File: config.mk
export PLATFORM = sky130hd
export DESIGN_NAME = midi_stream_parser
export DESIGN_NICKNAME = d
export VERILOG_FILES = /design/src/rtl/midi_pkg.sv /design/src/rtl/midi_msg_fifo.sv /design/src/rtl/midi_stream_parser.sv
export SDC_FILE = /design/constraint.sdc
export NUM_CORES = 1
export LEC_CHECK = 0
export CELL_PAD_IN_SITES_DETAIL_PLACEMENT = 1
export CELL_PAD_IN_SITES_GLOBAL_PLACEMENT = 1
export CORE_MARGIN = 4
export CORE_UTILIZATION = 53
export CTS_CLUSTER_DIAMETER = 30
export DETAILED_ROUTE_END_ITERATION = 16
export MAX_ROUTING_LAYER = met4
export PLACE_DENSITY_LB_ADDON = 0.08
export SLEW_MARGIN = 5
export SYNTH_ARGS = -nofsm -noshare
export SYNTH_HDL_FRONTEND = slang
export SYNTH_SLANG_ARGS = --single-unit
File: constraint.sdc
create_clock -name clk -period 3.97 [get_ports clk]
set_input_delay 0.397 -clock clk [delete_from_list [all_inputs] [get_ports clk]]
set_output_delay 0.397 -clock clk [all_outputs]
set_load 0.1 [all_outputs]
File: src/rtl/midi_pkg.sv
// ---------------------------------------------------------------------------
// midi_pkg
// Shared types and constants for the MIDI stream parser:
//   - msg_type_e    : channel-voice message kinds, numbered like status[6:4]
//   - parse_state_e : parser states
//   - midi_msg_t    : one queued message {type, chan, d1, d2}, 21 bits
//   - SYSEX_START / SYSEX_END / RT_MIN status byte constants
// ---------------------------------------------------------------------------
package midi_pkg;

    typedef enum logic [2:0] {
        MSG_NOTE_OFF = 3'd0,
        MSG_NOTE_ON  = 3'd1,
        MSG_POLY_AT  = 3'd2,
        MSG_CC       = 3'd3,
        MSG_PROG     = 3'd4,
        MSG_CHAN_AT  = 3'd5,
        MSG_PITCH    = 3'd6
    } msg_type_e;

    typedef enum logic [1:0] {
        NO_STATUS = 2'd0,
        WAIT_D1   = 2'd1,
        WAIT_D2   = 2'd2,
        SYSEX     = 2'd3
    } parse_state_e;

    localparam logic [7:0] SYSEX_START = 8'hF0;
    localparam logic [7:0] SYSEX_END   = 8'hF7;
    localparam logic [7:0] RT_MIN      = 8'hF8;

    typedef struct packed {
        msg_type_e  mtype;
        logic [3:0] chan;
        logic [6:0] d1;
        logic [6:0] d2;
    } midi_msg_t;

    localparam int MSG_W = $bits(midi_msg_t);

    // Program change (Cx) and channel aftertouch (Dx) carry a single data byte.
    function automatic logic isOneDataByte(input logic [7:0] status);
        return (status[7:4] == 4'hC) || (status[7:4] == 4'hD);
    endfunction

endpackage

File: src/rtl/midi_msg_fifo.sv
// ---------------------------------------------------------------------------
// midi_msg_fifo
// First-word-fall-through message queue.
//   clk, rst : clock, asynchronous active-high reset
//   push     : write wdata (ignored when full unless a pop happens the same cycle)
//   wdata    : word to write
//   full     : queue holds DEPTH words
//   valid    : head word present on rdata
//   pop      : remove the head (ignored while valid is low)
//   rdata    : head word, zero while the queue is empty
// ---------------------------------------------------------------------------
module midi_msg_fifo #(
    parameter int DEPTH = 4,
    parameter int WIDTH = 21
) (
    input  logic             clk,
    input  logic             rst,
    input  logic             push,
    input  logic [WIDTH-1:0] wdata,
    output logic             full,
    output logic             valid,
    input  logic             pop,
    output logic [WIDTH-1:0] rdata
);

    localparam int AW = (DEPTH > 1) ? $clog2(DEPTH) : 1;

    // Pointers carry one wrap bit so full and empty can be told apart.
    logic [AW:0]      wrPtr_q;
    logic [AW:0]      rdPtr_q;
    logic [WIDTH-1:0] mem [DEPTH];
    logic             doPush;
    logic             doPop;

    assign valid  = (wrPtr_q != rdPtr_q);
    assign full   = (wrPtr_q[AW] != rdPtr_q[AW]) && (wrPtr_q[AW-1:0] == rdPtr_q[AW-1:0]);
    assign doPop  = pop && valid;
    // When full, a simultaneous pop frees the head slot, which is the slot being written.
    assign doPush = push && (!full || doPop);
    assign rdata  = valid ? mem[rdPtr_q[AW-1:0]] : '0;

    // Pointer bookkeeping; reset empties the queue.
    always_ff @(posedge clk or posedge rst) begin
        if (rst) begin
            wrPtr_q <= '0;
            rdPtr_q <= '0;
        end else begin
            if (doPush) wrPtr_q <= wrPtr_q + 1'b1;
            if (doPop)  rdPtr_q <= rdPtr_q + 1'b1;
        end
    end

    // Storage needs no reset: rdata is masked while the queue is empty.
    always_ff @(posedge clk) begin
        if (doPush) mem[wrPtr_q[AW-1:0]] <= wdata;
    end

endmodule

File: src/rtl/midi_stream_parser.sv
// ---------------------------------------------------------------------------
// midi_stream_parser
// Turns a raw MIDI byte stream into channel-voice messages with running
// status, real-time filtering and SysEx skipping, then queues them.
//   Parameters: FIFO_DEPTH (queue depth), CHAN_EN (channel accept mask),
//               VEL0_IS_OFF (note-on velocity 0 reported as note-off)
//   clk, rst   : clock, asynchronous active-high reset
//   byte_in    : incoming MIDI byte, consumed when byte_valid is high
//   msg_valid  : queue head holds a message; msg_ready pops it
//   msg_type/msg_chan/msg_d1/msg_d2 : head message fields
//   drop_cnt   : saturating count of messages lost to a full queue
// ---------------------------------------------------------------------------
module midi_stream_parser
    import midi_pkg::*;
#(
    parameter int          FIFO_DEPTH  = 4,
    parameter logic [15:0] CHAN_EN     = 16'hFFFF,
    parameter bit          VEL0_IS_OFF = 1'b1
) (
    input  logic       clk,
    input  logic       rst,
    input  logic [7:0] byte_in,
    input  logic       byte_valid,
    output logic       msg_valid,
    input  logic       msg_ready,
    output logic [2:0] msg_type,
    output logic [3:0] msg_chan,
    output logic [6:0] msg_d1,
    output logic [6:0] msg_d2,
    output logic [7:0] drop_cnt
);

    parse_state_e state_q, state_d;
    logic [7:0]   runStatus_q, runStatus_d;
    logic [6:0]   d1_q, d1_d;
    logic [7:0]   dropCnt_q, dropCnt_d;
    logic         msgDone;
    logic [6:0]   d1Val;
    logic [6:0]   d2Val;
    midi_msg_t    msgNew;
    midi_msg_t    msgHead;
    logic         push;
    logic         pop;
    logic         fifoFull;

    // Parser registers; reset drops running status and any partial message.
    always_ff @(posedge clk or posedge rst) begin
        if (rst) begin
            state_q     <= NO_STATUS;
            runStatus_q <= '0;
            d1_q        <= '0;
            dropCnt_q   <= '0;
        end else begin
            state_q     <= state_d;
            runStatus_q <= runStatus_d;
            d1_q        <= d1_d;
            dropCnt_q   <= dropCnt_d;
        end
    end

    // Next-state logic. Real-time bytes fall outside every branch, so they
    // leave state, running status and the latched first data byte untouched.
    always_comb begin
        state_d     = state_q;
        runStatus_d = runStatus_q;
        d1_d        = d1_q;
        msgDone     = 1'b0;
        d1Val       = d1_q;
        d2Val       = '0;
        if (byte_valid && (byte_in < RT_MIN)) begin
            if (byte_in[7]) begin
                if (state_q == SYSEX) begin
                    // Inside SysEx only the terminator matters.
                    if (byte_in == SYSEX_END) state_d = NO_STATUS;
                end else if (byte_in < SYSEX_START) begin
                    runStatus_d = byte_in;
                    d1_d        = '0;
                    state_d     = WAIT_D1;
                end else begin
                    runStatus_d = '0;
                    d1_d        = '0;
                    state_d     = (byte_in == SYSEX_START) ? SYSEX : NO_STATUS;
                end
            end else begin
                case (state_q)
                    WAIT_D1: begin
                        d1_d = byte_in[6:0];
                        if (isOneDataByte(runStatus_q)) begin
                            msgDone = 1'b1;
                            d1Val   = byte_in[6:0];
                        end else begin
                            state_d = WAIT_D2;
                        end
                    end
                    WAIT_D2: begin
                        msgDone = 1'b1;
                        d2Val   = byte_in[6:0];
                        state_d = WAIT_D1;
                    end
                    default: ;
                endcase
            end
        end
    end

    // Build the completed message, filter by channel and count queue overflows.
    always_comb begin
        msgNew       = '0;
        msgNew.mtype = msg_type_e'(runStatus_q[6:4]);
        msgNew.chan  = runStatus_q[3:0];
        msgNew.d1    = d1Val;
        msgNew.d2    = d2Val;
        if (VEL0_IS_OFF && (msgNew.mtype == MSG_NOTE_ON) && (d2Val == 7'd0)) begin
            msgNew.mtype = MSG_NOTE_OFF;
        end
        push      = msgDone && CHAN_EN[runStatus_q[3:0]];
        dropCnt_d = dropCnt_q;
        if (push && fifoFull && !pop && (dropCnt_q != 8'hFF)) begin
            dropCnt_d = dropCnt_q + 8'd1;
        end
    end

    assign pop = msg_ready && msg_valid;

    midi_msg_fifo #(
        .DEPTH (FIFO_DEPTH),
        .WIDTH (MSG_W)
    ) u_fifo (
        .clk   (clk),
        .rst   (rst),
        .push  (push),
        .wdata (msgNew),
        .full  (fifoFull),
        .valid (msg_valid),
        .pop   (msg_ready),
        .rdata (msgHead)
    );

    assign msg_type = msgHead.mtype;
    assign msg_chan = msgHead.chan;
    assign msg_d1   = msgHead.d1;
    assign msg_d2   = msgHead.d2;
    assign drop_cnt = dropCnt_q;

endmodule

Word-level counts from Yosys, hierarchy flattened
Memories as Yosys holds them, arrays and structs flattened.
Cells that the tools add are included.
- bits in writable memories: 84
- bits of input ports: 12
- flip-flop bits (word level): 31
- output and inout port bits: 30
- logic and storage cells: 76
- bits in read-only memories: 16
- memories: 2
- memories (memory ; words ; width ; rd ports ; clocked after memory_dff ; write ports ; RTL line ; RTL):
    u_fifo.mem ; 4 ; 21 ; 1 ; 0 ; 1 ; midi_msg_fifo.sv:31 ; logic [WIDTH-1:0] mem [DEPTH];
    (no name shown) ; 16 ; 1 ; 1 ; 0 ; 0 ; midi_stream_parser.sv:116 ; push = msgDone && CHAN_EN[runStatus_q[3:0]];
- $add $sub $neg: 3
- mux-type cells: 27
- bitwise operators: 1
- magnitude comparators: 3
- reduce and logical (&&, ||, !) cells: 19
- eq/ne operators: 15
- operators by type and width (operator ; count):
    $mux 7 ; 10
    $mux 21 ; 1
    $eq 8x8->1 const B ; 2
    $lt 8x8->1 const B ; 2
    $mux 2 ; 6
    $logic_and 1x1->1 ; 9
    $add 8x1->8 const B ; 1
    $eq 4x4->1 const B ; 2
    $mux 8 ; 1
    $ne 8x8->1 const B ; 1
    $logic_not 7->1 ; 1
    $add 3x1->3 const B ; 2
    $mux 1 ; 6
    $reduce_and 3->1 ; 2
    $lt 4x5->1 const B ; 1
    $eq 2x2->1 const B ; 2
    $pmux 2 s2 ; 1
    $reduce_and 4->1 ; 1
    $eq 3x1->1 const B ; 1
    $mux 3 ; 1
    $ne 3x2->1 const B ; 1
    $ne 3x3->1 ; 1
    $ne 3x3->1 const B ; 1
    $reduce_bool 3->1 ; 1
    9 further kinds ; 11

Longest topological paths before layout
Gate-level depths: netlist of run 1.
- depth in word-level cells: 10
- depth in mapped cells: 6
- mapped depth without buffers: 6

Hierarchy
From an unflattened synthesis of run 1, not the netlist that was laid out.
- cell total of the unflattened synthesis: 299
- area total of the unflattened synthesis: 5014.8 µm²
- by module, submodules not included (module ; times used ; seq. area each (µm²) ; area an instance (µm²) ; cells each):
    midi_msg_fifo ; 1 ; 2672.6 ; 3601.0 ; 170
    midi_stream_parser ; 1 ; 625.6 ; 1413.9 ; 129

Least setup slack after synthesis of run 1
Ideal clock, no wire load.
- kind: flip-flop to output port
- start: register u_fifo.rdPtr_q[0]
- end: output msg_d1[0]
- required time: 3.573 ns
- cell stages (with the launch flop): 6
- setup slack: 0.898 ns
- path buffers: 2
- arrival time: 2.675 ns
- cells stage by stage: dfrtp_1 buf_2 xnor2_2 nand3b_1 clkbuf_1 and2_1
- cells in the longest elaborated chain, start to end: 2
- elaborated cells between the ends (all ways): 3
- classes of those cells: 1 x eq/ne; 1 x mux; 1 x memory
- ends and longest elaborated chain (item ; RTL line ; RTL):
    start, declared ; midi_msg_fifo.sv:30 ; logic [AW:0] rdPtr_q;
    start signal, assigned ; midi_msg_fifo.sv:49 ; if (doPop) rdPtr_q <= rdPtr_q + 1'b1;
    $ne 3x3->1 ; midi_msg_fifo.sv:35 ; assign valid = (wrPtr_q != rdPtr_q);
    net msg_valid ; midi_stream_parser.sv:24 ; output logic msg_valid,
    $mux 21 ; midi_msg_fifo.sv:40 ; assign rdata = valid ? mem[rdPtr_q[AW-1:0]] : '0;
    end, declared ; midi_stream_parser.sv:28 ; output logic [6:0] msg_d1,
The timed path passes the listed nets, and every way through them passes these cells.

Final worst setup path of run 1
- start: register u_fifo.rdPtr_q[2]
- end: output msg_d2[2]
- cells in the longest elaborated chain, start to end: 2
- ends and longest elaborated chain (item ; RTL line ; RTL):
    $ne 3x3->1 ; midi_msg_fifo.sv:35 ;
    $mux 21 ; midi_msg_fifo.sv:40 ;
    end, declared ; midi_stream_parser.sv:29 ; output logic [6:0] msg_d2,
Every way passes these cells.

==> results by group, run 1 <==
Status
  – Outcome: finished clean

Timing
  – Slew margin rel.: 0.2006
  – Post-route clock period utilization: 0.6892
  – Largest clock skew in the final design: slightly below 8 ps
  – Least setup slack across all paths after layout: around 1200 ps
  – Worst Max-Slew Pin Slew: ~1200 ps
  – Setup violations, final: 0
  – Highest achievable clock rate: between 0.3 and 0.4 GHz
  – Unrepaired setup endpoints after global routing: false
  – Hold Vio Cnt, Final: 0
  – Accumulated negative setup slack: 0 ps
  – Max Transition Viols Final: 0
  – Minimum clock period: approximately 2700 ps

CTS
  – Total setup buffers inserted after CTS: 0
  – Hold-fix buffers, CTS: 0
  – Post-CTS sizing: 0
  – Clk slew on worst S/H paths: about 60 ps
  – Clock latency reported for the late side of the worst-skew pair: about 500 ps
  – Clk root buf: sky130_fd_sc_hd__clkbuf_8
  – H-tree Lvls: 4
  – Worst-case clock buffer depth: 2
  – Num CTS Buffers: 17
  – Total number of clock tree sinks: 115
  – CTS tree: done

Setup path
  – CP arrival: 2340 ps
  – Type of element launching the critical path: flip-flop
  – Crit-path max FO: 14
  – Required @ worst endpoint: about 3600 ps
  – Critical setup path kind: reg2out
  – CP endpoint kind: output pin

Cells and area
  – Diodes inserted: 0
  – Area overhead of the layout relative to synthesis: 22.07%
  – Layout cells sized above 1: 0.2797
  – Sequential Area: about 3300 µm²
  – Fillcell total: between 800 and 900
  – Footprint of the multi-input gates: around 1700 µm²
  – Final net count: 387

Global routing
  – Number of antenna violations at the first check in global routing: 0
  – First-pass GRT wire length: between 15000 and 20000 µm
  – GRT Residual Overflow: 0
  – Vias in the first global route: 3191
  – Largest net degree at the start of global routing: 32
  – Total routing usage reported by global routing: 0.2265

Routing
  – Wire length per cell: 21.97 µm
  – Number of antenna-violating nets in the routed design: 0
  – Via count of the routed design: 2877
  – Residual DRC: 0
  – Routed via count divided by cell count: 5.663
  – Routed WL: approximately 11000 µm
  – Count of routing violations after the opening detailed-route iteration: about 210
  – First drt pass iteration count: 4

Placement
  – RePlAce Congestion: ~0.72
  – Setup WS pre-CTS: roughly 1000 ps
  – Post-DP HPWL: slightly below 7000 µm
  – Port buffer count: between 40 and 50

Synthesis
  – Synthesized netlist cell count: about 310
  – Commonest cells in the netlist: sky130_fd_sc_hd__edfxtp_1 (84), sky130_fd_sc_hd__dfrtp_1 (31), sky130_fd_sc_hd__and2_1 (29)
  – Seq/Total Area, Yosys: 0.6522
  – Most used flip-flop cell after synthesis: sky130_fd_sc_hd__edfxtp_1
  – Area of the mapped netlist: 5057 µm²
  – Cells taking the most area after synthesis: sky130_fd_sc_hd__edfxtp_1 (50%), sky130_fd_sc_hd__dfrtp_1 (15%), sky130_fd_sc_hd__mux4_2 (9.4%), sky130_fd_sc_hd__and2_1 (3.6%), sky130_fd_sc_hd__ha_1 (2.2%)
  – Cell accounting for the most synthesized area: sky130_fd_sc_hd__edfxtp_1
  – Mean Syn Cell Area: between 15 and 20 µm²
  – Most repeated cell in the gate-level netlist after synthesis: sky130_fd_sc_hd__edfxtp_1
  – Number of nets produced by synthesis: around 330
  – Warnings from Yosys: 0
  – Yosys cell types: 48
  – Proportion of netlist area held by the largest area contributor: 0.4988
  – Count of state elements after synthesis: 115
  – Number of enable-type register cells in the synthesized netlist: 84
  – Synth async-reset ratio: 0.2696

Die
  – Starting Density: 0.5447
  – Total core area: between 9000 and 10000 µm²
  – Die outline area: 11170 µm²
  – Die Span X: about 110 µm
  – Vertical die dimension: 105.7 µm
  – Count of pins on the block boundary: 42
  – Number of rows in the core area: 35

Flow run
  – Maxcap violations: 0

Hold path
  – Class of the tightest hold or removal check: in2async
==> registers in the layout (all words and copies together) (netlist names) <==
register / count
u_fifo.wrPtr_q: 3
d1_q: 7
state_q: 2
drop_cnt: 8
u_fifo.mem: 84
runStatus_q: 8
u_fifo.rdPtr_q: 3
==> layout make-up <==
type                    count  share of cell area
well taps                 129             0.02615
flip-flops and latches    115              0.5343
clock inverters            13             0.02959
clock buffers              19             0.06830
repair buffers             50             0.06850
inverters                   6            0.003648
multi-input cells         176              0.2696
==> routing by layer <==
metal	part of all wire	up-vias	GRT usage
met2	0.50	88	0.3588
met5	0	-	-
li1	-	1287	-
met3	0.043	17	0.04960
met1	0.44	1485	0.2993
met4	0.015	0	0.06475
==> critical path, stage by stage (launching register included) <==
cell and delay (ps):
sky130_fd_sc_hd__dfrtp_1 400, sky130_fd_sc_hd__xor2_1 240, sky130_fd_sc_hd__nand3b_1 460, sky130_fd_sc_hd__buf_4 280, sky130_fd_sc_hd__and2_1 150, sky130_fd_sc_hd__buf_4 290
==> placed cells by master (no fill, tap or decap), types with 3 or more instances in the layout <==
cell,Yosys,routed
sky130_fd_sc_hd__edfxtp_1,84,84
sky130_fd_sc_hd__xnor2_1,3,3
sky130_fd_sc_hd__clkdlybuf4s50_1,0,19
sky130_fd_sc_hd__dfrtp_1,31,31
sky130_fd_sc_hd__clkinv_2,0,3
sky130_fd_sc_hd__clkinvlp_4,0,4
sky130_fd_sc_hd__clkbuf_16,0,16
sky130_fd_sc_hd__nor2_1,3,3
sky130_fd_sc_hd__mux4_2,21,21
sky130_fd_sc_hd__and2_1,29,29
sky130_fd_sc_hd__and3_1,6,6
sky130_fd_sc_hd__buf_4,0,31
sky130_fd_sc_hd__nor2b_1,9,9
sky130_fd_sc_hd__nand2_1,17,17
sky130_fd_sc_hd__nand3_1,6,6
sky130_fd_sc_hd__mux2_1,10,10
sky130_fd_sc_hd__o21ai_1,3,3
sky130_fd_sc_hd__ha_1,9,9
sky130_fd_sc_hd__mux2_2,7,7
sky130_fd_sc_hd__xor2_1,9,9
sky130_fd_sc_hd__inv_1,6,6
sky130_fd_sc_hd__o21ai_0,9,9
sky130_fd_sc_hd__bufinv_16,0,4
sky130_fd_sc_hd__nor4_2,3,3
==> logic make-up after synthesis <==
| kind of cell | Yosys count | synth area share |
|---|---|---|
| buf+inv | 21 | 0.01880 |
| simple gates | 92 | 0.1170 |
| xor+xnor | 14 | 0.02722 |
| flops | 115 | 0.6522 |
| mux | 39 | 0.1334 |
| fa+ha+maj | 9 | 0.02227 |
| compound gates | 22 | 0.02919 |
==> final timing paths <==
kind                       slack, ps  depth (start not counted)                          to                          start
setup / recovery                1230                          5                   msg_d2[2]  u_fifo.rdPtr_q[2]$_DFFE_PP0P_
hold / removal                   270                          3         d1_q[6]$_DFFE_PP0P_                            rst
setup reg to reg                1440                          6  u_fifo.mem[3][6]$_DFFE_PP_         state_q[0]$_DFFE_PP0P_
hold reg to reg                  490                          1         d1_q[4]$_DFFE_PP0P_            d1_q[4]$_DFFE_PP0P_
max in group asynchronous       3410                          3  runStatus_q[5]$_DFFE_PP0P_                            rst
min in group clk                 490                          1         d1_q[4]$_DFFE_PP0P_            d1_q[4]$_DFFE_PP0P_
==> per-stage QoR <==
| step | instance area [µm²] | util | hold slack, ps | std cells |
|---|---|---|---|---|
| 2_1_floorplan | 5057 | - | 450.2 | 312 |
| 4_1_cts | 6173 | 0.6650 | 275.0 | 508 |
| 5_1_grt | 6173 | 0.6650 | 316.8 | 508 |
| 3_5_place_dp | 5569 | 0.5999 | 476.8 | 476 |
| 3_3_place_gp | 5569 | 0.5999 | 467.0 | 476 |
| 6_report | 6173 | 0.6650 | 270.3 | 508 |
Power of run 1 is not shown: default switching activity piles up to over one toggle a cycle in this logic, so the estimate is an artifact.
==> run 2, diff against run 1 <==
Settings changed: CORE_UTILIZATION 53 to 44.
Clock period 3.97 ns to 2.46 ns, I/O delays scaled along.
==> run 2 against run 1 <==
Core utilization fell by 6.9 points. Cell count is 3.5% higher. Die area increased by 19%. Clock skew is 4.6 ps higher. Design area increased by 6.4%. Critical path depth down 1. Count of clock-buffer cells in the layout shrank 1. Wire length shrank 3.5%. Non-clock buffer count rose by 7. Global-route usage shrank 4.0 points. Worst setup slack worse by 1100 ps. Critical endpoint is now msg_d1[1].
==> results by group, run 2 (synthesis results as in run 1) <==
Cells and area
  – Sequential Area: 3299 µm² (was 3298 µm²)
  – Fillcell total: 994 (was 846)
  – Leading cell type in the layout, fill and taps excluded: sky130_fd_sc_hd__edfxtp_1 (unchanged)
  – Diodes inserted: 0 (unchanged)
  – Final net count: 394 (was 387)
  – Area overhead of the layout relative to synthesis: 29.94% (was 22.07%)
  – Footprint of the multi-input gates: 1664 µm² (unchanged)
  – Leading cell types in the layout, fill and taps excluded: sky130_fd_sc_hd__edfxtp_1 (84), sky130_fd_sc_hd__dfrtp_1 (30), sky130_fd_sc_hd__and2_1 (29), sky130_fd_sc_hd__buf_12 (27), sky130_fd_sc_hd__mux4_2 (21) (was sky130_fd_sc_hd__edfxtp_1 (84), sky130_fd_sc_hd__dfrtp_1 (31), sky130_fd_sc_hd__buf_4 (31), sky130_fd_sc_hd__and2_1 (29), sky130_fd_sc_hd__mux4_2 (21))
  – Max reg flops: 84 (unchanged)
  – Layout cells sized above 1: 0.3161 (was 0.2797)
  – Final Core Density: 0.5957 (was 0.6650)
  – Summed area of non-filler cells in the final layout: 6571 µm² (was 6173 µm²)

Setup path
  – Cell at the slowest stage of the critical path: sky130_fd_sc_hd__mux4_2 (was sky130_fd_sc_hd__nand3b_1)
  – Setup slack of the worst register-to-register path: 340 ps (was 1440 ps)
  – List of cells traversed by the critical path: buf_12 > mux4_2 > and2_1 > buf_12 (was xor2_1 > nand3b_1 > buf_4 > and2_1 > buf_4)
  – Type of element launching the critical path: flip-flop (unchanged)
  – Delay contributed by the slowest stage of the critical path: 540 ps (was 460 ps)
  – CP arrival: 2050 ps (was 2340 ps)
  – CP delay by family, top: multiplexers (was simple AND/OR/NAND/NOR gates)
  – Top cell by count, worst path: sky130_fd_sc_hd__buf_12 (was sky130_fd_sc_hd__buf_4)
  – CP endpoint kind: output pin (unchanged)
  – Crit-path max FO: 20 (was 14)
  – Required @ worst endpoint: 2210 ps (was 3570 ps)
  – Critical setup path kind: reg2out (unchanged)
  – Worst path buffer plus inverter count: 2 (unchanged)

Die
  – Count of pins on the block boundary: 42 (unchanged)
  – Number of rows in the core area: 38 (was 35)
  – Starting Density: 0.4585 (was 0.5447)
  – Die Span X: 115.2 µm (was 105.7 µm)
  – Total core area: 11030 µm² (was 9284 µm²)
  – Die outline area: 13270 µm² (was 11170 µm²)
  – Vertical die dimension: 115.2 µm (was 105.7 µm)

Timing
  – Accumulated negative setup slack: 0 ps (unchanged)
  – Worst Max-Slew Pin Slew: 1063 ps (was 1194 ps)
  – Setup violations, final: 0 (unchanged)
  – Post-route clock period utilization: 0.9325
  – Hold Vio Cnt, Final: 0 (unchanged)
  – Max Transition Viols Final: 0 (unchanged)
  – Slew margin rel.: 0.2884 (was 0.2006)
  – Largest clock skew in the final design: 12.35 ps (was 7.789 ps)
  – Highest achievable clock rate: between 0.4 and 0.5 GHz
  – Unrepaired setup endpoints after global routing: false (unchanged)
  – Worst hold margin: 235.3 ps (was 270.3 ps)
  – Minimum clock period: 2294 ps

Placement
  – Total placed instance area: 5953 µm² (was 5569 µm²)
  – Post-DP HPWL: 7043 µm (was 6853 µm)
  – Port buffer count: 41 (unchanged)
  – RePlAce Congestion: 0.7531 (was 0.7163)

Routing
  – Routed WL: 10770 µm (was 11160 µm)
  – Residual DRC: 0 (unchanged)
  – Routed via count divided by cell count: 5.549 (was 5.663)
  – First drt pass iteration count: 4 (unchanged)
  – Wire length per cell: 20.48 µm (was 21.97 µm)
  – Number of antenna-violating nets in the routed design: 0 (unchanged)
  – Via count of the routed design: 2919 (was 2877)
  – Count of routing violations after the opening detailed-route iteration: 144 (was 208)

CTS
  – Clk slew on worst S/H paths: 60 ps (about the same)
  – Num CTS Buffers: 17 (unchanged)
  – Total setup buffers inserted after CTS: 0 (unchanged)
  – Post-CTS sizing: 0 (unchanged)
  – Clk root buf: sky130_fd_sc_hd__clkbuf_16 (was sky130_fd_sc_hd__clkbuf_8)
  – H-tree Lvls: 4 (unchanged)
  – Hold-fix buffers, CTS: 0 (unchanged)
  – Total number of clock tree sinks: 115 (unchanged)
  – CTS tree: done (unchanged)
  – Clock latency reported for the late side of the worst-skew pair: 410 ps (was 510 ps)
  – Worst-case clock buffer depth: 2 (unchanged)

Global routing
  – Layer carrying the most global-route usage: met2 (unchanged)
  – Number of antenna violations at the first check in global routing: 0 (unchanged)
  – Fraction of met1 tracks used by global routing: 0.2469 (was 0.2993)
  – Total routing usage reported by global routing: 0.1862 (was 0.2265)
  – Vias in the first global route: 3162 (was 3191)
  – Met3 track demand over resource: 0.04842 (was 0.04960)
  – Largest net degree at the start of global routing: 32 (unchanged)
  – GRT Residual Overflow: 0 (unchanged)
  – Grt met2 use: 0.2890 (was 0.3588)
  – First-pass GRT wire length: 17710 µm (was 18310 µm)

Hold path
  – Class of the tightest hold or removal check: in2async (unchanged)

Status
  – Outcome: finished clean (unchanged)

Flow run
  – Maxcap violations: 0 (unchanged)
[run 2: changes by cell type in the layout (fill, tap and decap cells not counted), sizes merged]
cell / change
buf: +15
clkdlybuf4s50: -8
clkinv: +4
inv: -2
clkbuf: -1
clkinvlp: -1
[run 2: area by class of cell]
class	instances	share of cell area
sequential	115	0.5021
clock inverter	14	0.02856
timing repair buffer	57	0.1207
multi-input combinational	176	0.2532
inverter	6	0.003427
tap	140	0.02666
clock buffer	18	0.06531
[run 2: through the flow]
stage / cells / setup slack [ps]
2_1_floorplan: 312 / 28.30
3_3_place_gp: 494 / 269.5
3_5_place_dp: 494 / 232.2
4_1_cts: 526 / 31.05
5_1_grt: 526 / 71.53
6_report: 526 / 165.9
[run 2: worst reg2reg max path, delay by kind of cell, from the launching register on]
family | cells | cell delay, ps
compound gates | 1 | 310
fa+ha+maj | 1 | 300
buf+inv | 2 | 270
flops | 1 | 440
simple gates | 2 | 480
[run 2: routing by layer]
layer,part of all wire,wire length [µm],vias up
met3,0.042,454,12
li1,-,-,1306
met5,0,0,-
met1,0.45,4844,1523
met2,0.50,5367,78
met4,0.0098,106,0
[run 2: final timing paths]
path / from / end / depth (start not counted)
worst min register to register: u_fifo.wrPtr_q[2]$_DFFE_PP0P_ / u_fifo.wrPtr_q[2]$_DFFE_PP0P_ / 1
worst max register to register: state_q[0]$_DFFE_PP0P_ / u_fifo.mem[3][9]$_DFFE_PP_ / 6
worst min-delay path: rst / d1_q[2]$_DFFE_PP0P_ / 3
worst max-delay path: u_fifo.rdPtr_q[0]$_DFFE_PP0P_ / msg_d1[1] / 4
max in group asynchronous: rst / u_fifo.rdPtr_q[0]$_DFFE_PP0P_ / 3
min in group clk: u_fifo.wrPtr_q[2]$_DFFE_PP0P_ / u_fifo.wrPtr_q[2]$_DFFE_PP0P_ / 1
Power of run 2 is left out for the same reason.
==> run 3, diff against run 2 <==
Settings changed: CORE_UTILIZATION 44 to 49, CTS_CLUSTER_DIAMETER 30 to 150, CTS_CLUSTER_SIZE set to 28.
Clock period 2.46 ns to 2.29 ns, I/O delays scaled along.
==> run 3 against run 2 <==
The run now ends with negative setup slack left. Core utilization increased by 8.3 points. Worst setup slack lost 200 ps. Sequential share of layout area fell by 1.2 points. Largest cell class unchanged. Die area down 9.5%. Wire length is 11% higher. Critical endpoint is now msg_d1[2].
==> results by group, run 3 (synthesis results as in run 1) <==
Status
  – Failing checks: negative setup slack
  – Outcome: finished, violations left (was finished clean)

Placement
  – RePlAce Congestion: 0.7889 (was 0.7531)
  – Port buffer count: 41 (unchanged)
  – Post-DP HPWL: 7157 µm (was 7043 µm)
  – Setup WS pre-CTS: 187.7 ps (was 232.2 ps)

Setup path
  – Required @ worst endpoint: 2060 ps (was 2210 ps)
  – Length in cells of the worst reg-to-reg path: 6 (unchanged)
  – Launch point of the worst reg-to-reg path: state_q[1]$_DFFE_PP0P_ (was state_q[0]$_DFFE_PP0P_)
  – Setup slack of the worst register-to-register path: 170 ps (was 340 ps)
  – Critical setup path kind: reg2out (unchanged)
  – Endpoint of the worst register-to-register path: u_fifo.mem[3][9]$_DFFE_PP_ (unchanged)
  – Top cell by count, worst path: sky130_fd_sc_hd__buf_12 (unchanged)
  – List of cells traversed by the critical path: buf_12 > buf_16 > mux4_2 > and2_4 > buf_12 (was buf_12 > mux4_2 > and2_1 > buf_12)
  – Worst path buffer plus inverter count: 3 (was 2)
  – Delay contributed by the slowest stage of the critical path: 510 ps (was 540 ps)
  – CP endpoint kind: output pin (unchanged)
  – CP arrival: 2090 ps (was 2050 ps)
  – Type of element launching the critical path: flip-flop (unchanged)
  – Crit-path max FO: 5 (was 20)
  – Cell at the slowest stage of the critical path: sky130_fd_sc_hd__mux4_2 (unchanged)
  – CP delay by family, top: multiplexers (unchanged)

Cells and area
  – Leading cell type in the layout, fill and taps excluded: sky130_fd_sc_hd__edfxtp_1 (unchanged)
  – Leading cell types in the layout, fill and taps excluded: sky130_fd_sc_hd__edfxtp_1 (84), sky130_fd_sc_hd__dfrtp_1 (30), sky130_fd_sc_hd__buf_12 (30), sky130_fd_sc_hd__mux4_2 (21), sky130_fd_sc_hd__buf_4 (21) (was sky130_fd_sc_hd__edfxtp_1 (84), sky130_fd_sc_hd__dfrtp_1 (30), sky130_fd_sc_hd__and2_1 (29), sky130_fd_sc_hd__buf_12 (27), sky130_fd_sc_hd__mux4_2 (21))
  – Diodes inserted: 0 (unchanged)
  – Layout cells sized above 1: 0.3690 (was 0.3161)
  – Max reg flops: 84 (unchanged)
  – Final net count: 401 (was 394)
  – Area overhead of the layout relative to synthesis: 33.00% (was 29.94%)

Hold path
  – Class of the tightest hold or removal check: in2async (unchanged)

CTS
  – H-tree Lvls: 4 (unchanged)
  – Clk root buf: sky130_fd_sc_hd__clkbuf_8 (was sky130_fd_sc_hd__clkbuf_16)
  – Num CTS Buffers: 17 (unchanged)
  – Clk slew on worst S/H paths: 60 ps (about the same)
  – Total number of clock tree sinks: 115 (unchanged)
  – Hold-fix buffers, CTS: 0 (unchanged)
  – Worst-case clock buffer depth: 2 (unchanged)
  – CTS tree: done (unchanged)
  – Clock latency reported for the late side of the worst-skew pair: 510 ps (was 410 ps)

Routing
  – Routed WL: 11970 µm (was 10770 µm)
  – Via count of the routed design: 2949 (was 2919)
  – Residual DRC: 0 (unchanged)
  – Wire length per cell: 22.76 µm (was 20.48 µm)
  – First drt pass iteration count: 4 (unchanged)
  – Routed via count divided by cell count: 5.606 (was 5.549)
  – Number of antenna-violating nets in the routed design: 0 (unchanged)
  – Count of routing violations after the opening detailed-route iteration: 120 (was 144)

Timing
  – Hold Vio Cnt, Final: 0 (unchanged)
  – Largest clock skew in the final design: 7.167 ps (was 12.35 ps)
  – Least setup slack across all paths after layout: -31.10 ps (was 165.9 ps)
  – Unrepaired setup endpoints after global routing: true (was false)
  – Highest achievable clock rate: about 0.43 GHz
  – Setup violations, final: 15 (was 0)
  – Minimum clock period: roughly 2300 ps
  – Worst Max-Slew Pin Slew: 439.9 ps (was 1063 ps)
  – Post-route clock period utilization: 1.014
  – Slew margin rel.: 0.7056 (was 0.2884)
  – Max Transition Viols Final: 0 (unchanged)

Die
  – Die Span X: 109.6 µm (was 115.2 µm)
  – Count of pins on the block boundary: 42 (unchanged)
  – Number of rows in the core area: 36 (was 38)
  – Total core area: 9910 µm² (was 11030 µm²)
  – Vertical die dimension: 109.6 µm (was 115.2 µm)
  – Starting Density: 0.5104 (was 0.4585)
  – Die outline area: 12010 µm² (was 13270 µm²)

Global routing
  – Number of antenna violations at the first check in global routing: 0 (unchanged)
  – Total routing usage reported by global routing: 0.2297 (was 0.1862)
  – Vias in the first global route: 3302 (was 3162)
  – Largest net degree at the start of global routing: 32 (unchanged)
  – GRT Residual Overflow: 0 (unchanged)
  – First-pass GRT wire length: 19040 µm (was 17710 µm)

Flow run
  – Maxcap violations: 0 (unchanged)
## run 3: cell count changes in the layout (fill, tap and decap cells not counted), moves of 3 or more
cell | previous run | this run
sky130_fd_sc_hd__clkinv_4 | 3 | 0
sky130_fd_sc_hd__buf_12 | 27 | 30
sky130_fd_sc_hd__clkinv_1 | 1 | 4
sky130_fd_sc_hd__and2_2 | 0 | 4
sky130_fd_sc_hd__and2_1 | 29 | 9
sky130_fd_sc_hd__and2_4 | 0 | 16
## run 3: repair_timing
action	4_1_cts	5_1_grt
setup buffers	3	0
cloned	3	0
gates resized for setup	22	3
endpoints found under the setup margin	21	28
pin swaps	13	4
## run 3: layout make-up
cell class,instances,area [µm²]
sequential,115,3299
tap,133,166.4
clock inverter,13,165.2
clock buffer,19,421.7
multi-input combinational,176,1728
inverter,6,22.52
timing repair buffer,64,923.4
fill,847,3183
## run 3: routing by layer
layer	wire [µm]	vias up	GRT usage
met5	0	-	-
met4	184	0	0.08281
met3	422	18	0.04228
met2	6324	70	0.3884
met1	5042	1538	0.2777
li1	-	1323	-
## run 3: worst reg2reg max path, stage by stage, from the launching register on
cell	delay [ps]
sky130_fd_sc_hd__dfrtp_1	410
sky130_fd_sc_hd__inv_1	90
sky130_fd_sc_hd__ha_1	200
sky130_fd_sc_hd__nand4b_1	300
sky130_fd_sc_hd__nor3b_2	250
sky130_fd_sc_hd__buf_4	210
sky130_fd_sc_hd__mux2_2	390
## run 3: metrics by stage
stage	std cells	TNS (ps)	utilization	hold WS, ps	area, µm²
after floorplan	312	0	-	332.5	5070
after global placement	489	0	0.6025	467.4	5971
after detailed placement	489	0	0.6025	481.6	5971
after CTS	527	-585.6	0.6794	112.7	6733
after global routing	526	-1742	0.6788	133.0	6726
final	526	-222.7	0.6788	110.2	6726
## run 3: worst max-delay path by stage
stage	start	endpoint	slack, ps	depth (start not counted)
after floorplan	drop_cnt[0]$_DFFE_PP0P_	drop_cnt[1]$_DFFE_PP0P_	50	5
after global placement	byte_in[4]	d1_q[4]$_DFFE_PP0P_	260	5
after detailed placement	state_q[1]$_DFFE_PP0P_	u_fifo.mem[1][9]$_DFFE_PP_	190	6
after CTS	u_fifo.rdPtr_q[0]$_DFFE_PP0P_	msg_type[1]	-40	5
after global routing	u_fifo.rdPtr_q[0]$_DFFE_PP0P_	msg_chan[3]	-110	5
final	u_fifo.rdPtr_q[0]$_DFFE_PP0P_	msg_d1[2]	-30	5
Power of run 3 is left out for the same reason.
